### src/rtl/non_strict_stream_pkg.sv
// Shared sizing helpers and beat type for the non-strict stream stages.
package non_strict_stream_pkg;

  localparam int unsigned BEAT_W = 32;

  typedef logic [BEAT_W-1:0] beat_t;

  typedef struct packed {
    logic  valid;
    beat_t data;
  } stream_beat_t;

  function automatic int unsigned ptr_w(input int unsigned depth);
    return (depth < 2) ? 1 : $clog2(depth);
  endfunction

  function automatic int unsigned cnt_w(input int unsigned depth);
    return $clog2(depth + 1);
  endfunction

endpackage

### src/rtl/non_strict_fifo_mem.sv
// DEPTH x WIDTH register array: one synchronous write port, one asynchronous read port.
module non_strict_fifo_mem #(
  parameter int unsigned WIDTH  = 32,
  parameter int unsigned DEPTH  = 16,
  parameter int unsigned ADDR_W = 4
) (
  input  logic              clk,
  input  logic              we,
  input  logic [ADDR_W-1:0] waddr,
  input  logic [WIDTH-1:0]  wdata,
  input  logic [ADDR_W-1:0] raddr,
  output logic [WIDTH-1:0]  rdata
);

  logic [WIDTH-1:0] r_mem [DEPTH];

  always_ff @(posedge clk) begin
    if (we) r_mem[waddr] <= wdata;
  end

  assign rdata = r_mem[raddr];

endmodule

### src/rtl/non_strict_stream_buffer.sv
// Buffers a free-running valid stream into a FIFO and re-presents it as valid/ready;
// beats arriving while full are dropped and counted.
module non_strict_stream_buffer
  import non_strict_stream_pkg::*;
#(
  parameter int unsigned WIDTH        = 32,
  parameter int unsigned DEPTH        = 16,
  parameter int unsigned AFULL_THRESH = 12,
  parameter int unsigned DROP_CNT_W   = 16
) (
  input  logic                      clk,
  input  logic                      rst,
  input  logic [WIDTH-1:0]          in_data,
  input  logic                      in_valid,
  output logic [WIDTH-1:0]          m_tdata,
  output logic                      m_tvalid,
  input  logic                      m_tready,
  output logic [cnt_w(DEPTH)-1:0]   fill_level,
  output logic                      almost_full,
  output logic                      overflow,
  output logic [DROP_CNT_W-1:0]     drop_count,
  input  logic                      clear_ovf
);

  localparam int unsigned PTR_W = ptr_w(DEPTH);
  localparam int unsigned CNT_W = cnt_w(DEPTH);
  localparam logic [CNT_W-1:0] FULL_CNT  = CNT_W'(DEPTH);
  localparam logic [CNT_W-1:0] AFULL_CNT = CNT_W'(AFULL_THRESH);

  logic [PTR_W-1:0]      r_wr_ptr;
  logic [PTR_W-1:0]      r_rd_ptr;
  logic [CNT_W-1:0]      r_count;
  logic [CNT_W-1:0]      w_count_nxt;
  logic                  r_afull;
  logic                  r_ovf;
  logic [DROP_CNT_W-1:0] r_drop_cnt;
  logic                  w_valid;
  logic                  w_full;
  logic                  w_pop;
  logic                  w_push;
  logic                  w_drop;
  logic [WIDTH-1:0]      w_rdata;

  // Full/empty come from the count only; pointer equality is ambiguous.
  assign w_valid = (r_count != '0);
  assign w_full  = (r_count == FULL_CNT);
  assign w_pop   = w_valid & m_tready;
  assign w_push  = in_valid & (~w_full | w_pop);
  assign w_drop  = in_valid & w_full & ~w_pop;

  always_comb begin
    w_count_nxt = r_count;
    case ({w_push, w_pop})
      2'b10:   w_count_nxt = r_count + CNT_W'(1);
      2'b01:   w_count_nxt = r_count - CNT_W'(1);
      default: w_count_nxt = r_count;
    endcase
  end

  always_ff @(posedge clk) begin
    if (rst) begin
      r_wr_ptr <= '0;
      r_rd_ptr <= '0;
      r_count  <= '0;
      r_afull  <= 1'b0;
    end else begin
      if (w_push) r_wr_ptr <= r_wr_ptr + PTR_W'(1);
      if (w_pop)  r_rd_ptr <= r_rd_ptr + PTR_W'(1);
      r_count <= w_count_nxt;
      r_afull <= (w_count_nxt >= AFULL_CNT);
    end
  end

  // A drop in the same cycle as clear_ovf wins, leaving a count of one.
  always_ff @(posedge clk) begin
    if (rst) begin
      r_ovf      <= 1'b0;
      r_drop_cnt <= '0;
    end else if (w_drop) begin
      r_ovf <= 1'b1;
      if (clear_ovf)              r_drop_cnt <= DROP_CNT_W'(1);
      else if (r_drop_cnt != '1)  r_drop_cnt <= r_drop_cnt + DROP_CNT_W'(1);
    end else if (clear_ovf) begin
      r_ovf      <= 1'b0;
      r_drop_cnt <= '0;
    end
  end

  non_strict_fifo_mem #(
    .WIDTH  (WIDTH),
    .DEPTH  (DEPTH),
    .ADDR_W (PTR_W)
  ) u_mem (
    .clk   (clk),
    .we    (w_push & ~rst),
    .waddr (r_wr_ptr),
    .wdata (in_data),
    .raddr (r_rd_ptr),
    .rdata (w_rdata)
  );

  assign m_tvalid    = w_valid;
  assign m_tdata     = w_valid ? w_rdata : '0;
  assign fill_level  = r_count;
  assign almost_full = r_afull;
  assign overflow    = r_ovf;
  assign drop_count  = r_drop_cnt;

endmodule

### config.mk
export PLATFORM = sky130hd
export DESIGN_NAME = non_strict_stream_buffer
export DESIGN_NICKNAME = d
export VERILOG_FILES = /design/src/rtl/non_strict_stream_pkg.sv /design/src/rtl/non_strict_fifo_mem.sv /design/src/rtl/non_strict_stream_buffer.sv
export SDC_FILE = /design/constraint.sdc
export NUM_CORES = 1
export LEC_CHECK = 0
export BUFFER_PORTS_ARGS = -buffer_cell sky130_fd_sc_hd__buf_4
export CORE_ASPECT_RATIO = 1.75
export CORE_MARGIN = 2
export CORE_UTILIZATION = 40
export CTS_CLUSTER_SIZE = 16
export DETAILED_ROUTE_END_ITERATION = 8
export PLACE_DENSITY_LB_ADDON = 0.12
export RECOVER_POWER = 100
export SLEW_MARGIN = 20
export SYNTH_ARGS = -nofsm -noshare
export SYNTH_HDL_FRONTEND = slang
export SYNTH_HIERARCHICAL = 1
export SYNTH_SLANG_ARGS = --single-unit
### constraint.sdc
create_clock -name clk -period 5.6 [get_ports clk]
set_input_delay 0.84 -clock clk [delete_from_list [all_inputs] [get_ports clk]]
set_output_delay 0.84 -clock clk [all_outputs]
set_load 0.03 [all_outputs]
## After elaboration in Yosys (flattened, before gate mapping)

Memory sizes are Yosys's and may differ from the RTL's. A register that Yosys moved wholly into a read port is not among the register bits.
Index checks and enable logic that the tools add are counted.

| word-level totals | value |
|---|---|
| flip-flop bits (word level) | 31 |
| bits in writable memories | 512 |
| bits of input ports | 37 |
| output and inout port bits | 56 |
| word-level logic and storage cells | 42 |
| memories | 1 |

Memory list:

| memory | depth | bits a word | read ports | clocked after memory_dff | write ports | line | RTL |
|---|---|---|---|---|---|---|---|
| u_mem.r_mem | 16 | 32 | 1 | 1 | 1 | non_strict_fifo_mem.sv:15 | `logic [WIDTH-1:0] r_mem [DEPTH];` |

| cells by class | value |
|---|---|
| add/sub/neg operators | 5 |
| $lt $le $gt $ge | 1 |
| eq/ne operators | 4 |
| multiplexer cells | 12 |
| bitwise gates (word level) | 9 |
| reduce and logical (&&, ||, !) cells | 4 |

Operators by type and width:

| cell | count |
|---|---|
| two-way mux 16 bit | 4 |
| two-way mux 32 bit | 1 |
| adder 16 x 1 -> 16 bit, second input constant | 1 |
| != test 16 bit, second input constant | 1 |
| case mux 5 bit (2 select lines) | 1 |
| adder 4 x 1 -> 4 bit, second input constant | 2 |
| two-way mux 4 bit | 2 |
| adder 5 x 1 -> 5 bit, second input constant | 1 |
| AND 1 bit | 5 |
| == test 5 bit, second input constant | 1 |
| greater-or-equal comparator 5 x 4 -> 1 bit, second input constant | 1 |
| nonzero test 5 bit | 1 |
| subtractor 5 x 1 -> 5 bit, second input constant | 1 |
| two-way mux 1 bit | 4 |
| nonzero test 2 bit | 2 |
| inverter 1 bit | 3 |
| == test 2 x 1 -> 1 bit, second input constant | 1 |
| == test 2 bit, second input constant | 1 |
| AND reduction 2 bit | 1 |
| bitwise OR 1 bit | 1 |

## Logic depth before layout (Yosys ltp)

| depth | value |
|---|---|
| depth after elaboration | 7 |
| gate-level depth with buffers | 9 |
| gate-level depth less buffers | 9 |

## Modules after synthesis

The synthesis kept the hierarchy.

By module, submodules not included:

| module | instances | cells an instance | area an instance (µm²) | sequential area each (µm²) |
|---|---|---|---|---|
| non_strict_fifo_mem | 1 | 806 | 19213.4 | 15374.7 |
| non_strict_stream_buffer | 1 | 218 | 1788.0 | 620.6 |

## Worst setup path before layout

Ideal clock, no wire load.

| path | value |
|---|---|
| kind | input-to-reg |
| from | input port in_valid |
| to | memory u_mem.r_mem[0][0] (enable) |
| setup time | 0.461 ns |
| arrival time | 4.017 ns |
| required time | 5.139 ns |
| setup slack | 1.122 ns |
| stages | 4 |
| buffers on the path | 0 |
| cell sequence | o41a_1 -> nor2b_1 -> or3b_2 -> nor3_1 |

| on the way | value |
|---|---|
| cells in the longest elaborated chain, start to end | 4 |

RTL lines:

| item | line | RTL |
|---|---|---|
| start, declared | non_strict_stream_buffer.sv:14 | `input logic in_valid,` |
| AND 1 bit | non_strict_stream_buffer.sv:48 | `assign w_push = in_valid & (~w_full \| w_pop);` |
| AND 1 bit | non_strict_stream_buffer.sv:95 | `.we (w_push & ~rst),` |
| two-way mux 1 bit | non_strict_fifo_mem.sv:18 | `if (we) r_mem[waddr] <= wdata;` |
| two-way mux 1 bit (not written as such) | non_strict_fifo_mem.sv:18 |  |
| end, declared | non_strict_fifo_mem.sv:15 |  |

Every way passes these cells.

## Worst setup path in the final report

| path | value |
|---|---|
| from | register r_count[1], in the netlist fill_level[1] |
| to | memory u_mem.r_mem[15][9] (enable) |

| on the way | value |
|---|---|
| cells in the longest elaborated chain, start to end | 7 |
| elaborated cells between the ends (all ways) | 9 |

RTL lines:

| item | line | RTL |
|---|---|---|
| start, declared | non_strict_stream_buffer.sv:32 | `logic [CNT_W-1:0] r_count;` |
| start signal, assigned | non_strict_stream_buffer.sv:69 | `r_count <= w_count_nxt;` |
| nonzero test 5 bit / == test 5 bit (equally long branches) | non_strict_stream_buffer.sv:45, non_strict_stream_buffer.sv:46 |  |
| AND 1 bit / inverter 1 bit (equally long branches) | non_strict_stream_buffer.sv:47, non_strict_stream_buffer.sv:48 |  |
| bitwise OR 1 bit (*) | non_strict_stream_buffer.sv:48 |  |
| AND 1 bit (*) | non_strict_stream_buffer.sv:48 |  |
| AND 1 bit (*) | non_strict_stream_buffer.sv:95 |  |
| two-way mux 1 bit (*) | non_strict_fifo_mem.sv:18 |  |
| two-way mux 1 bit (not written as such) (*) | non_strict_fifo_mem.sv:18 |  |

Every way passes the cells marked *; elsewhere a longest branch is shown, timed or not.

==> PnR_summary.wiki <==
{| class="wikitable"
! Metric !! Value
|-
| Total number of yosys warnings || 6
|-
| CTS tree || built
|-
| #FFs+latches synth || 543
|-
| Unrepaired setup endpoints after global routing || false
|-
| Nets || 1186
|-
| Final-layout setup total negative slack || 0 ns
|-
| Antenna Nets Post-Route || 0
|-
| Layout fillers || 4497
|-
| Endpoint class of the critical path || flip-flop
|-
| Count of flip-flops with a built-in enable after synthesis || 512
|-
| Largest net degree at the start of global routing || 50
|-
| Final Max Tran Viols || 353
|-
| Clk_lat worst skew || 0.59 ns
|-
| Aggregate routed wire length || 51100 µm
|-
| Hold Vio Cnt, Final || 0
|-
| Max FO, Critical Path || 18
|-
| Kind of path behind the tightest hold check || flip-flop to flip-flop
|-
| Antenna Cells || 0
|-
| First-pass GRT wire length || 75200 µm
|-
| Overall die area || 54400 µm²
|-
| H-tree levels || 2
|-
| RD Place Congestion || 0.775
|-
| Post CTS Setup Buffer Count || 0
|-
| Iteration-0 DRC count of the detailed router || 729
|-
| CP startpoint kind || flip-flop
|-
| Slack of the worst reg-to-reg path || 1.05 ns
|-
| Worst slack after detailed placement || 2.05 ns
|-
| IR Drop Worst-Case VDD || 0.233 mV
|-
| Result of the run || complete, but fails checks
|-
| Power Density || 409 nW/µm²
|-
| Vias in the first global route || 11200
|-
| Total leakage power || 7.23 nW
|-
| Achievable frequency || 0.220 GHz
|-
| Final period utilization || 81.3%
|-
| Floorplan row count || 111
|-
| Clk buf depth || 3
|-
| GR Overflow Total || 0
|-
| Total core area || 52100 µm²
|-
| Die Span Y || 307 µm
|-
| Number of vias after detailed routing || 10400
|-
| Post-synthesis async set-or-reset flop share || 0%
|-
| Top FF cell, synth || sky130_fd_sc_hd__edfxtp_1
|-
| Clock buffer count from CTS || 51
|-
| Cells taking the most area after synthesis || sky130_fd_sc_hd__edfxtp_1 (73%), sky130_fd_sc_hd__mux4_2 (14%), sky130_fd_sc_hd__dfxtp_1 (3.0%)
|-
| Total of cells resized after clock tree synthesis || 0
|-
| Sequential cell area fraction in the yosys report || 76.2%
|-
| Post-DR wirelength/cell || 27.4 µm
|-
| Number of optimization iterations in the first detailed-route pass || 5
|-
| Arrival time reported for the critical path endpoint || 4.73 ns
|-
| Top Ports || 93
|-
| Library cell occupying the most area in the post-synthesis netlist || sky130_fd_sc_hd__edfxtp_1
|-
| IO buf count || 92
|-
| Max Cap Violations || 15
|-
| Distinct cells, synth || 46
|-
| Post-Syn Nets || 1065
|-
| Mapped Cells || 1024
|-
| Post-cts hold buffer count || 0
|-
| Final setup fails || 0
|-
| Post-layout worst setup margin || 1.05 ns
|-
| Design Area, Final || 23900 µm²
|-
| Netlist area before placement || 21000 µm²
|-
| Final core utilization || 45.8%
|-
| DRC Markers || 0
|-
| Failing checks || capacitance limit, slew limit
|-
| Number of sinks driven by the clock tree || 543
|-
| Most frequent cells in the layout || sky130_fd_sc_hd__edfxtp_1 (512), sky130_fd_sc_hd__mux4_2 (128), sky130_fd_sc_hd__clkbuf_1 (92)
|-
| Initial antenna violation count || 1
|-
| Power consumption || 9.76 mW
|-
| Setup CP Type || flip-flop to flip-flop
|-
| Clk pin slew, worst setup/hold paths || 0.06 ns
|-
| Cell area after placement || 22700 µm²
|-
| DPL Wire Length || 29600 µm
|-
| Initial core utilization || 40.3%
|-
| Most frequent standard cell in the layout excluding fill and tap cells || sky130_fd_sc_hd__edfxtp_1
|-
| Avg Synthesized Cell Area || 20.5 µm²
|-
| Final setup skew || 0.0229 ns
|-
| Max-slew headroom || -111%
|-
| Post-route minimum period || 4.55 ns
|-
| Total GRT Usage || 19.2%
|-
| Fraction of post-synthesis cell area in the top cell type by area || 73.2%
|-
| Layout area overhead || 13.6%
|-
| Slew at the pin closest to its max-slew limit || 3.15 ns
|-
| DIE WIDTH || 177 µm
|-
| Required time of the worst setup path || 5.78 ns
|-
| Fraction of final layout cells with drive strength greater than 1 || 21.2%
|-
| Clock root buffer master || sky130_fd_sc_hd__clkbuf_16
|-
| Ratio of routed vias to standard cells || 5.59
|}
## metrics by stage
step                      hold WS (ns)  std cells
after floorplan                  0.474       1024
after global placement           0.462       1766
after detailed placement         0.466       1770
after CTS                        0.477       1864
after global routing             0.506       1864
final                            0.472       1864
## critical path, cell delays in order, from the launching register on
cell	delay, ns
sky130_fd_sc_hd__dfxtp_1	0.47
sky130_fd_sc_hd__or3_1	0.18
sky130_fd_sc_hd__o41a_1	0.24
sky130_fd_sc_hd__nor2b_1	0.28
sky130_fd_sc_hd__nand3_1	0.18
sky130_fd_sc_hd__nor2_1	1.73
sky130_fd_sc_hd__clkbuf_1	1.05
## registers in the layout, summed over array words and instances, names as in the netlist
register / cells
r_wr_ptr: 4
overflow: 1
fill_level: 5
almost_full: 1
drop_count: 16
u_mem/r_mem: 512
r_rd_ptr: 4
## synthesized netlist by cell type, types with 3 or more instances
cell and count:
sky130_fd_sc_hd__edfxtp_1 512, sky130_fd_sc_hd__mux4_2 128, sky130_fd_sc_hd__a22oi_1 65, sky130_fd_sc_hd__nand2_1 42
sky130_fd_sc_hd__and2_1 33, sky130_fd_sc_hd__dfxtp_1 31, sky130_fd_sc_hd__nor2_1 30, sky130_fd_sc_hd__clkbuf_1 25
sky130_fd_sc_hd__a21oi_1 19, sky130_fd_sc_hd__buf_4 11, sky130_fd_sc_hd__nand3_1 10, sky130_fd_sc_hd__buf_1 9
sky130_fd_sc_hd__or3_1 8, sky130_fd_sc_hd__nor3_1 7, sky130_fd_sc_hd__o31ai_1 7, sky130_fd_sc_hd__or4_1 7
sky130_fd_sc_hd__nor2b_1 6, sky130_fd_sc_hd__xor2_1 6, sky130_fd_sc_hd__buf_2 5, sky130_fd_sc_hd__inv_1 5
sky130_fd_sc_hd__nand2b_1 5, sky130_fd_sc_hd__nand4_1 5, sky130_fd_sc_hd__o21ai_0 5, sky130_fd_sc_hd__ha_1 4
sky130_fd_sc_hd__xnor2_1 4, sky130_fd_sc_hd__buf_6 3, sky130_fd_sc_hd__mux2i_1 3, sky130_fd_sc_hd__nand3b_1 3
sky130_fd_sc_hd__nor4_1 3
## layout make-up
cell class | count | area [µm²] | share of cell area (%)
multi-input cells | 423 | 4740 | 19.9
flip-flops and latches | 543 | 16000 | 67.1
clock buffers | 64 | 1330 | 5.55
repair buffers | 121 | 662 | 2.77
well taps | 678 | 848 | 3.56
inverters | 5 | 18.8 | 0.0787
clock inverters | 30 | 262 | 1.10
## cell families after synthesis
kind of cell / after synthesis / synth area share, %
and+or+nand+nor: 168 / 4.24
xor gates and xnor gates: 10 / 0.417
muxes: 132 / 13.9
DFF: 543 / 76.2
buffers and inverters: 58 / 1.37
AOI/OAI and AO/OA: 109 / 3.65
adders and majority gates: 4 / 0.238
## final timing paths
path	startpoint	end	cells past startpoint
setup reg to reg	fill_level[1]	u_mem/r_mem[15][9]	6
hold reg to reg	overflow	overflow	2
hold / removal	overflow	overflow	2
setup / recovery	fill_level[1]	u_mem/r_mem[15][9]	6
## power breakdown
part	internal, mW	leakage [nW]	switching, mW
clock network	1.83	0.774	1.50
registers	4.50	4.86	0.106
logic	0.751	1.59	1.07
## layer usage
layer | wire length (µm) | vias to the layer above | global-route usage [%]
met5 | 16 | - | 0
met4 | 1490 | 2 | 6.46
met3 | 2410 | 76 | 2.47
met2 | 28100 | 285 | 35.2
met1 | 19100 | 5552 | 22.9
li1 | - | 4497 | -
Power figures use the tool's default switching activity.
